$ cat src/rtl/ifu_pkg.sv
// Shared widths, reset PC and FSM encodings for the instruction fetch unit.
package ifu_pkg;

  localparam int unsigned CPU_WIDTH = 32;
  localparam int unsigned INS_WIDTH = 32;

  localparam logic [CPU_WIDTH-1:0] CPU_RESET_PC = 32'h8000_0000;

  // Two-bit state encoding shared with anything that inspects the fetch FSM.
  typedef enum logic [1:0] {
    IFU_S_IDLE = 2'd0,
    IFU_S_REQ  = 2'd1,
    IFU_S_WAIT = 2'd2,
    IFU_S_HOLD = 2'd3
  } ifu_state_e;

  // Instructions are word aligned; the low two address bits are forced to zero.
  function automatic logic [CPU_WIDTH-1:0] align_pc(input logic [CPU_WIDTH-1:0] pc);
    return pc & ~(CPU_WIDTH'(3));
  endfunction

endpackage

$ cat src/rtl/ifu.sv
// Instruction fetch unit: owns the PC, keeps at most one imem fetch in flight,
// buffers the returned word and hands {pc, inst} to decode over valid/ready.
// A redirect retargets the PC in any state; a fetch it makes stale is dropped.
module ifu
  import ifu_pkg::*;
#(
  parameter logic [CPU_WIDTH-1:0] RESET_PC = CPU_RESET_PC
) (
  input  logic                 i_clk,
  input  logic                 i_rst,
  input  logic                 i_redirect,
  input  logic [CPU_WIDTH-1:0] i_redirect_pc,
  output logic                 o_imem_req,
  output logic [CPU_WIDTH-1:0] o_imem_addr,
  input  logic                 i_imem_gnt,
  input  logic                 i_imem_rvalid,
  input  logic [INS_WIDTH-1:0] i_imem_rdata,
  output logic                 o_ifu_valid,
  output logic [CPU_WIDTH-1:0] o_ifu_pc,
  output logic [INS_WIDTH-1:0] o_ifu_inst,
  input  logic                 i_idu_ready
);

  localparam logic [CPU_WIDTH-1:0] RESET_PC_ALIGNED = align_pc(RESET_PC);

  ifu_state_e           state_q,  state_d;
  logic [CPU_WIDTH-1:0] pc_q,     pc_d;
  logic                 drop_q,   drop_d;
  logic [INS_WIDTH-1:0] inst_q,   inst_d;
  logic [CPU_WIDTH-1:0] ifu_pc_q, ifu_pc_d;

  // Next-state logic: FSM transitions, PC update, stale-fetch tracking, buffer load.
  always_comb begin
    // NOTE: every signal gets a default before the case so no path leaves it
    // unassigned; that is what keeps this block free of inferred latches.
    state_d  = state_q;
    pc_d     = pc_q;
    drop_d   = drop_q;
    inst_d   = inst_q;
    ifu_pc_d = ifu_pc_q;

    unique case (state_q)
      IFU_S_IDLE: begin
        state_d = IFU_S_REQ;
      end

      IFU_S_REQ: begin
        if (i_imem_gnt) begin
          state_d = IFU_S_WAIT;
          // The accepted request still targets the old PC, so its answer is stale.
          if (i_redirect) drop_d = 1'b1;
        end
      end

      IFU_S_WAIT: begin
        if (i_imem_rvalid) begin
          if (drop_q || i_redirect) begin
            // Stale response: throw it away and fetch again from the current PC.
            drop_d  = 1'b0;
            state_d = IFU_S_REQ;
          end else begin
            inst_d   = i_imem_rdata;
            ifu_pc_d = pc_q;
            state_d  = IFU_S_HOLD;
          end
        end else if (i_redirect) begin
          drop_d = 1'b1;
        end
      end

      IFU_S_HOLD: begin
        if (i_idu_ready) begin
          pc_d    = pc_q + CPU_WIDTH'(4);
          state_d = IFU_S_REQ;
        end else if (i_redirect) begin
          // Buffered instruction is on the wrong path; discard it unconsumed.
          state_d = IFU_S_REQ;
        end
      end

      default: begin
        state_d = IFU_S_IDLE;
      end
    endcase

    // Redirect wins over the sequential pc+4 update in every state.
    if (i_redirect) pc_d = align_pc(i_redirect_pc);
  end

  // State, PC, drop flag and instruction buffer, all asynchronously reset.
  always_ff @(posedge i_clk or posedge i_rst) begin
    if (i_rst) begin
      state_q  <= IFU_S_IDLE;
      pc_q     <= RESET_PC_ALIGNED;
      drop_q   <= 1'b0;
      inst_q   <= '0;
      ifu_pc_q <= RESET_PC_ALIGNED;
    end else begin
      // NOTE: non-blocking assignments so every register samples the values
      // from before this edge, independent of statement order.
      state_q  <= state_d;
      pc_q     <= pc_d;
      drop_q   <= drop_d;
      inst_q   <= inst_d;
      ifu_pc_q <= ifu_pc_d;
    end
  end

  // Outputs decode from registered state only, so ready/redirect never reach them combinationally.
  assign o_imem_req  = (state_q == IFU_S_REQ);
  assign o_imem_addr = pc_q;
  assign o_ifu_valid = (state_q == IFU_S_HOLD);
  assign o_ifu_pc    = ifu_pc_q;
  assign o_ifu_inst  = inst_q;

endmodule
$ cat config.mk
export PLATFORM = sky130hd
export DESIGN_NAME = ifu
export DESIGN_NICKNAME = d
export VERILOG_FILES = /design/src/rtl/ifu_pkg.sv /design/src/rtl/ifu.sv
export SDC_FILE = /design/constraint.sdc
export NUM_CORES = 1
export LEC_CHECK = 0
export CAP_MARGIN = 5
export CORE_UTILIZATION = 49
export CTS_BUF_LIST = sky130_fd_sc_hd__clkbuf_8
export CTS_CLUSTER_DIAMETER = 100
export DETAILED_ROUTE_END_ITERATION = 8
export MAX_ROUTING_LAYER = met4
export PLACE_DENSITY = 0.95
export SLEW_MARGIN = 20
export SYNTH_ARGS = -nofsm -noshare
export SYNTH_HDL_FRONTEND = slang
export SYNTH_SLANG_ARGS = --single-unit
export TNS_END_PERCENT = 100
$ cat constraint.sdc
create_clock -name i_clk -period 6.9 [get_ports i_clk]
set_clock_uncertainty 0.05 [all_clocks]
set_input_delay 2.07 -clock i_clk [delete_from_list [all_inputs] [get_ports i_clk]]
set_output_delay 2.07 -clock i_clk [all_outputs]
set_load 0.03 [all_outputs]
Word-level counts from Yosys, hierarchy flattened

Index checks and enable logic that the tools add are counted.

Register bits after elaboration: 99
Input bits: 70
Output and inout port bits: 98
Logic and storage cells: 37

Add/subtract/negate cells: 1
Equal/unequal tests: 7
Muxes and demuxes: 14
Bitwise operators: 1
Reduce and logical (&&, ||, !) cells: 9

Operators with widths:

| operator                | count |
|---|---|
| $mux W32                | 3 |
| $add A32 B3 Y32 const B | 1 |
| $mux W2                 | 5 |
| $reduce_and A3 Y1       | 3 |
| $pmux W2 S4             | 1 |
| $reduce_bool A2 Y1      | 3 |
| $eq A2 B2 Y1 const B    | 2 |
| $mux W1                 | 4 |
| $ne A3 B2 Y1 const B    | 1 |
| $ne A3 B3 Y1 const B    | 1 |
| $eq A2 B1 Y1 const B    | 1 |
| $logic_not A2 Y1        | 1 |
| $ne A2 B1 Y1 const B    | 1 |
| $ne A2 B2 Y1 const B    | 1 |
| $pmux W1 S2             | 1 |
| $reduce_and A2 Y1       | 1 |
| $logic_or A1 B1 Y1      | 1 |
| $not A1 Y1              | 1 |

Longest topological paths before layout

Gate-level depths: netlist (run 1).

Depth after elaboration: 4
Mapped depth: 6
Gate-level depth less buffers: 6

Least setup slack after synthesis (run 1)

No wires, ideal clock.

Path kind: input port to flip-flop
Start point: input i_idu_ready
End point: register pc_q[29] (netlist: o_imem_addr[29])
Setup time: 0.082 ns
Data arrival time: 3.459 ns
Required time: 6.768 ns
Slack: 3.309 ns
Stages: 4
Path buffers: 0
Cells stage by stage: nand3_1 or4_4 or4_1 a31oi_1

Cells in the longest elaborated chain, start to end: 2

Ends and longest elaborated chain:

| element                      | RTL line   | text |
|---|---|---|
| start, declared              | ifu.sv:21  | `input logic i_idu_ready` |
| $reduce_bool A2 Y1 (no line) | -          |  |
| $reduce_and A2 Y1 (no line)  | -          |  |
| end signal, assigned         | ifu.sv:102 | `pc_q <= pc_d;` |
| end, declared                | ifu.sv:27  | `logic [CPU_WIDTH-1:0] pc_q, pc_d;` |

No other way between the ends.
A chain may end at the register's enable or synchronous reset.

Worst setup path after layout (run 1)

Start point: input i_idu_ready
End point: register pc_q[27] (netlist: o_imem_addr[27])

The elaborated chain is that of the path after synthesis.

==> results.json, run 1 <==
{
  "status": "finished clean",
  "hold_violations": 0,
  "clk_pin_slew_ps": 90,
  "top_usage_layer": "met2",
  "wl_per_cell_um": 17.4,
  "layout-drive-gt1-share_pct": 17.6,
  "stdcell_area_mm2": 0.00626,
  "core_mm2": 0.00868,
  "insertion_delay_ps": 360,
  "die-width_um": 96.3,
  "grt_pass1_wl_um": 17300,
  "cts_made_buffers": 9,
  "synth_edf_count": 0,
  "drt_iter0_markers": 178,
  "tns_ps": 0,
  "hold_buffers": 0,
  "rsz0062_at_grt": "false",
  "worst-setup-path-type": "primary input to flop",
  "ys_ff_latch": 95,
  "grt.met3_usage_pct": 4.11,
  "synth_area_per_cell_um2": 11.8,
  "drv_cap": 0,
  "worstHoldPathType": "flop to flop",
  "numPortBuffers": 161,
  "start_kind": "primary input",
  "design.portCount": 168,
  "synthCells": 370,
  "viasPerCell": 5.61,
  "dp_hpwl_um": 8200,
  "first_pass_iters": 4,
  "min_period_over_period_pct": 59.0,
  "ctsResizeCount": 0,
  "r2r_slack_ps": 4430,
  "antenna_found_initial": 0,
  "postCtsSetupBuffers": 0,
  "htreeDepth": 3,
  "antennaDiodeCount": 0,
  "cts_tree": "done",
  "placed_area_mm2": 0.00605,
  "cp.arrival_ps": 4280,
  "die-area_mm2": 0.00927,
  "ant_nets": 0,
  "grt_overflow": 0,
  "routabilityCongestion": 0.807,
  "final_max_slew_viol_count": 0,
  "root_buffer": "clkbuf_8",
  "maxSlewHeadroom_pct": 42.3,
  "power_frac_comb_pct": 46.0,
  "crit_path_end_kind": "flop",
  "synth_area_mm2": 0.00436,
  "synth.yosys.seq_area_share_pct": 54.6,
  "grt_use_met2_pct": 42.8,
  "p_sw_uw": 886,
  "rows": 34,
  "num_vias": 3601,
  "p_sw_share_pct": 38.2,
  "start_util_pct": 50.2,
  "synth_cell_type_count": 42,
  "drc_errors": 0,
  "pwr-share-clk_pct": 16.9,
  "leakagePower_nw": 2.57,
  "setup_viol": 0,
  "p_seq_share_pct": 37.1,
  "internal_power_mw": 1.44,
  "track_usage_pct": 25.4,
  "async_reset_ff_share_pct": 100,
  "dieHeight_um": 96.3,
  "cp_max_fo": 9,
  "yosysWarnings": 0,
  "drt-total-wl_um": 11200,
  "nets": 603,
  "fmax_mhz": 246,
  "synth_flop_cell": "dfrtp_1",
  "min_period_ps": 4070,
  "first_global_vias": 3623,
  "cts.sinks": 95,
  "layout_common_cells": "clkdlybuf4s50_1 (161), dfrtp_1 (93), mux2_2 (63)",
  "clockBufferDepth": 2,
  "area_delta_synth_final_pct": 43.7,
  "max-vdd-ir-drop_v": 0.000332,
  "power_density_mw_per_mm2": 371,
  "final_common_cell": "clkdlybuf4s50_1",
  "worst_pin_slew_ps": 864,
  "crit_required_ps": 7120,
  "grt_max_degree": 52,
  "met1_usage_pct": 30.1
}
-- through the flow --
| stage | cells | setup WS, ps | hold WS [ps] | total power [mW] | util (%) |
|---|---|---|---|---|---|
| finish | 642 | 2830 | 459 | 2.32 | 72.1 |
| CTS | 642 | 2880 | 464 | 2.34 | 72.1 |
| floorplan | 373 | 2310 | 498 | 1.46 | - |
| global placement | 626 | 2600 | 438 | 1.90 | 69.7 |
| detailed placement | 626 | 2520 | 445 | 1.95 | 69.7 |
| global route | 642 | 2780 | 477 | 2.43 | 72.1 |
-- state kept, by name, summed over array words and instances (netlist names) --
register     cells
o_ifu_pc        30
o_imem_addr     30
o_ifu_inst      32
drop_q           1
state_q          2
-- power groups by stage --
| stage | Clock (mW) | Combinational [mW] | Sequential [mW] |
|---|---|---|---|
| floorplan | 0 | 0.260 | 1.20 |
| global placement | 0 | 1.05 | 0.855 |
| detailed placement | 0 | 1.07 | 0.873 |
| CTS | 0.399 | 1.08 | 0.862 |
| global route | 0.423 | 1.12 | 0.888 |
| finish | 0.392 | 1.07 | 0.861 |
-- layout make-up --
class	count	area (µm²)
multi-input cells	250	1860
repair buffers	165	1640
clock buffers	9	124
fillers	623	2420
clock inverters	7	88.8
well taps	108	135
inverters	8	32.5
flip-flops and latches	95	2380
-- worst paths after layout --
check	endpoint	depth (start not counted)	start
max in group asynchronous	o_ifu_inst[17]$_DFFE_PP0P_	3	i_rst
max	o_imem_addr[27]$_DFFE_PP0P_	5	i_idu_ready
min	o_ifu_pc[8]$_DFFE_PP0P_	1	o_ifu_pc[8]$_DFFE_PP0P_
max reg2reg	o_imem_addr[27]$_DFFE_PP0P_	5	state_q[0]$_DFFE_PP0P_
min in group asynchronous	o_ifu_inst[22]$_DFFE_PP0P_	2	i_rst
min reg2reg	o_ifu_pc[8]$_DFFE_PP0P_	1	o_ifu_pc[8]$_DFFE_PP0P_
-- synthesized netlist by cell type (2+ instances only) --
library cell / instances / share of area [%]
o21ai_0: 17 / 2.0
mux2i_1: 2 / 0.46
dfrtp_1: 93 / 53
nor2_1: 19 / 1.6
a22oi_1: 2 / 0.34
ha_1: 4 / 1.1
a31oi_1: 14 / 2.0
nand2_1: 30 / 2.6
nor4_1: 6 / 0.86
o22ai_1: 2 / 0.29
nand4_1: 6 / 0.86
nand3_1: 16 / 1.8
inv_1: 8 / 0.69
and4_1: 2 / 0.40
xnor2_1: 11 / 2.2
or3_1: 3 / 0.43
nor3_1: 5 / 0.57
mux2_2: 63 / 16
nor2b_1: 3 / 0.43
or4_1: 11 / 1.9
o31ai_1: 11 / 1.9
clkbuf_1: 12 / 1.0
or4_4: 4 / 1.0
and3_1: 4 / 0.57
buf_4: 4 / 0.69
dfstp_2: 2 / 1.2
-- worst max-delay path, cell delays in order --
cell             delay, ps
clkdlybuf4s50_1        560
nand3_1                320
or4_4                  630
or4_1                  490
a31oi_1                210
-- kinds of logic (layout without fill, tap and decap cells) --
family / after synthesis / count (layout) / synth area share, %
other: 1 / 4 / 0.0861
flip-flops: 95 / 95 / 54.6
multiplexers: 65 / 65 / 16.7
AO/OA/AOI/OAI: 50 / 50 / 7.27
AND/OR/NAND/NOR: 115 / 115 / 14.6
XOR/XNOR: 12 / 12 / 2.41
buffers and inverters: 28 / 189 / 3.07
adder cells (fa/ha/maj): 4 / 4 / 1.15
-- per-layer routing --
layer | up-vias | part of all wire [%] | routed length, µm
li1 | 1662 | - | -
met1 | 1764 | 38 | 4300
met2 | 143 | 53 | 5900
met3 | 32 | 5.9 | 658
met4 | 0 | 2.8 | 313
met5 | - | 0 | 0
(Power assumes the default switching activity.)
==> inputs of run 2 (changes only) <==
--- a/config.mk
+++ b/config.mk
@@ -6,12 +6,12 @@
 export NUM_CORES = 1
 export LEC_CHECK = 0
 export CAP_MARGIN = 5
-export CORE_UTILIZATION = 49
+export CORE_UTILIZATION = 45
 export CTS_BUF_LIST = sky130_fd_sc_hd__clkbuf_8
 export CTS_CLUSTER_DIAMETER = 100
 export DETAILED_ROUTE_END_ITERATION = 8
 export MAX_ROUTING_LAYER = met4
-export PLACE_DENSITY = 0.95
+export PLACE_DENSITY = 0.9
 export SLEW_MARGIN = 20
 export SYNTH_ARGS = -nofsm -noshare
 export SYNTH_HDL_FRONTEND = slang
==> constraint.sdc (replaced) <==
create_clock -name i_clk -period 4.2 [get_ports i_clk]
set_clock_uncertainty 0.05 [all_clocks]
set_input_delay 1.26 -clock i_clk [delete_from_list [all_inputs] [get_ports i_clk]]
set_output_delay 1.26 -clock i_clk [all_outputs]
set_load 0.03 [all_outputs]
==> results.json, run 2 (same netlist as run 1, synthesis figures left out) <==
{
  "antennaDiodeCount": 0,
  "dieHeight_um": 100,
  "grt_pass1_wl_um": 17700,
  "rsz0062_at_grt": "false",
  "routabilityCongestion": 0.813,
  "crit_buf_inv": 1,
  "multiInputGateArea_mm2": 0.00186,
  "worstHoldPathType": "flop to flop",
  "worst-setup-path-type": "primary input to flop",
  "final_common_cell": "clkdlybuf4s50_1",
  "root_buffer": "clkbuf_8",
  "status": "finished clean",
  "crit_path_end_kind": "flop",
  "worst_pin_slew_ps": 841,
  "cp_max_fo": 9,
  "insertion_delay_ps": 370,
  "drt_iter0_markers": 182,
  "viasPerCell": 5.41,
  "fmax_mhz": 309,
  "drc_errors": 0,
  "htreeDepth": 3,
  "drt-total-wl_um": 11200,
  "min_period_ps": 3230,
  "min_period_over_period_pct": 76.9,
  "regToRegStartpoint": "state_q[1]$_DFFE_PP0P_",
  "final_max_slew_viol_count": 0,
  "wl_per_cell_um": 16.9,
  "start_kind": "primary input",
  "hold_buffers": 0,
  "crit_family": "simple AND/OR/NAND/NOR gates",
  "tns_ps": 0,
  "postCtsSetupBuffers": 0,
  "num_vias": 3584,
  "crit_path_max_incr_delay_ps": 650,
  "crit_required_ps": 4440,
  "grt_max_degree": 96,
  "cts_made_buffers": 9,
  "worst_hold_slack_ps": 460,
  "maxSlewHeadroom_pct": 44.0,
  "startpoint": "i_idu_ready",
  "clockBufferDepth": 2,
  "design.portCount": 168,
  "first_pass_iters": 4,
  "cp.arrival_ps": 3470,
  "largest_reg_flops": 32,
  "core_mm2": 0.00933,
  "layout-drive-gt1-share_pct": 17.8,
  "power_density_mw_per_mm2": 606,
  "cts.sinks": 95,
  "hold_violations": 0,
  "ant_nets": 0,
  "fillers": 701,
  "area_delta_synth_final_pct": 44.4,
  "regArea_mm2": 0.00238,
  "drv_cap": 0,
  "cts_tree": "done",
  "hold_start": "o_ifu_inst[1]$_DFFE_PP0P_",
  "die-width_um": 100,
  "layout_common_cells": "clkdlybuf4s50_1 (161), dfrtp_1 (93), mux2_2 (63)",
  "numPortBuffers": 161,
  "antenna_found_initial": 0,
  "die-area_mm2": 0.0101,
  "start_util_pct": 46.7,
  "rows": 35,
  "max-vdd-ir-drop_v": 0.000392,
  "clk_pin_slew_ps": 100,
  "ctsResizeCount": 0,
  "track_usage_pct": 23.3,
  "leakagePower_nw": 2.57,
  "crit_slowest_cell": "or4_4",
  "dp_hpwl_um": 8080,
  "first_global_vias": 3587,
  "nets": 603,
  "grt_overflow": 0,
  "worstPathCellList": "clkdlybuf4s50_1 -> nand3_1 -> or4_4 -> or4_1 -> a31oi_1",
  "setup_viol": 0
}
[run 2: changes by cell type in the layout (fill, tap and decap cells not counted), sizes merged]
cell / before / now
clkbuf: 9 / 10
clkinvlp: 2 / 0
inv: 9 / 11
bufinv: 2 / 1
[run 2: path summary, 6_finish.rpt]
| kind | to | slack, ps | cells past startpoint |
|---|---|---|---|
| min in group asynchronous | o_ifu_inst[12]$_DFFE_PP0P_ | 1380 | 2 |
| worst max register to register | o_imem_addr[29]$_DFFE_PP0P_ | 1750 | 5 |
| worst min register to register | o_ifu_inst[1]$_DFFE_PP0P_ | 460 | 1 |
| max in group asynchronous | o_ifu_pc[5]$_DFFE_PP0P_ | 2120 | 2 |
| worst max-delay path | o_imem_addr[29]$_DFFE_PP0P_ | 970 | 5 |
| worst min-delay path | o_ifu_inst[1]$_DFFE_PP0P_ | 460 | 1 |
[run 2: metrics by stage]
| stage | utilization, % | area, µm² | power, mW | setup slack, ps | instances |
|---|---|---|---|---|---|
| after floorplan | - | 4370 | 2.40 | 416 | 373 |
| after global placement | 65.1 | 6070 | 3.13 | 691 | 647 |
| after detailed placement | 65.1 | 6080 | 3.19 | 672 | 647 |
| after CTS | 67.4 | 6290 | 3.83 | 1020 | 663 |
| after global routing | 67.4 | 6290 | 3.97 | 925 | 663 |
| final | 67.4 | 6290 | 3.81 | 968 | 663 |
[run 2: layer usage]
layer  vias to the layer above  part of all wire (%)  GRT usage, %
met3                        19                   5.5          4.25
met1                      1760                    40          28.3
met2                       136                    53          39.1
met4                         0                   1.7          7.92
li1                       1669                     -             -
met5                         -                     0             -
[run 2: cell type report]
cell class | instances | area share [%]
repair buffers | 165 | 26.1
multi-input cells | 250 | 29.6
clock inverters | 6 | 1.17
inverters | 8 | 0.557
flip-flops and latches | 95 | 37.9
clock buffers | 10 | 2.19
well taps | 129 | 2.57
[run 2: report_power, final]
group	internal, mW	total, mW	switching, mW
Combinational	0.809	1.75	0.942
Sequential	1.22	1.41	0.197
Clock	0.300	0.643	0.342
Total	2.33	3.81	1.48
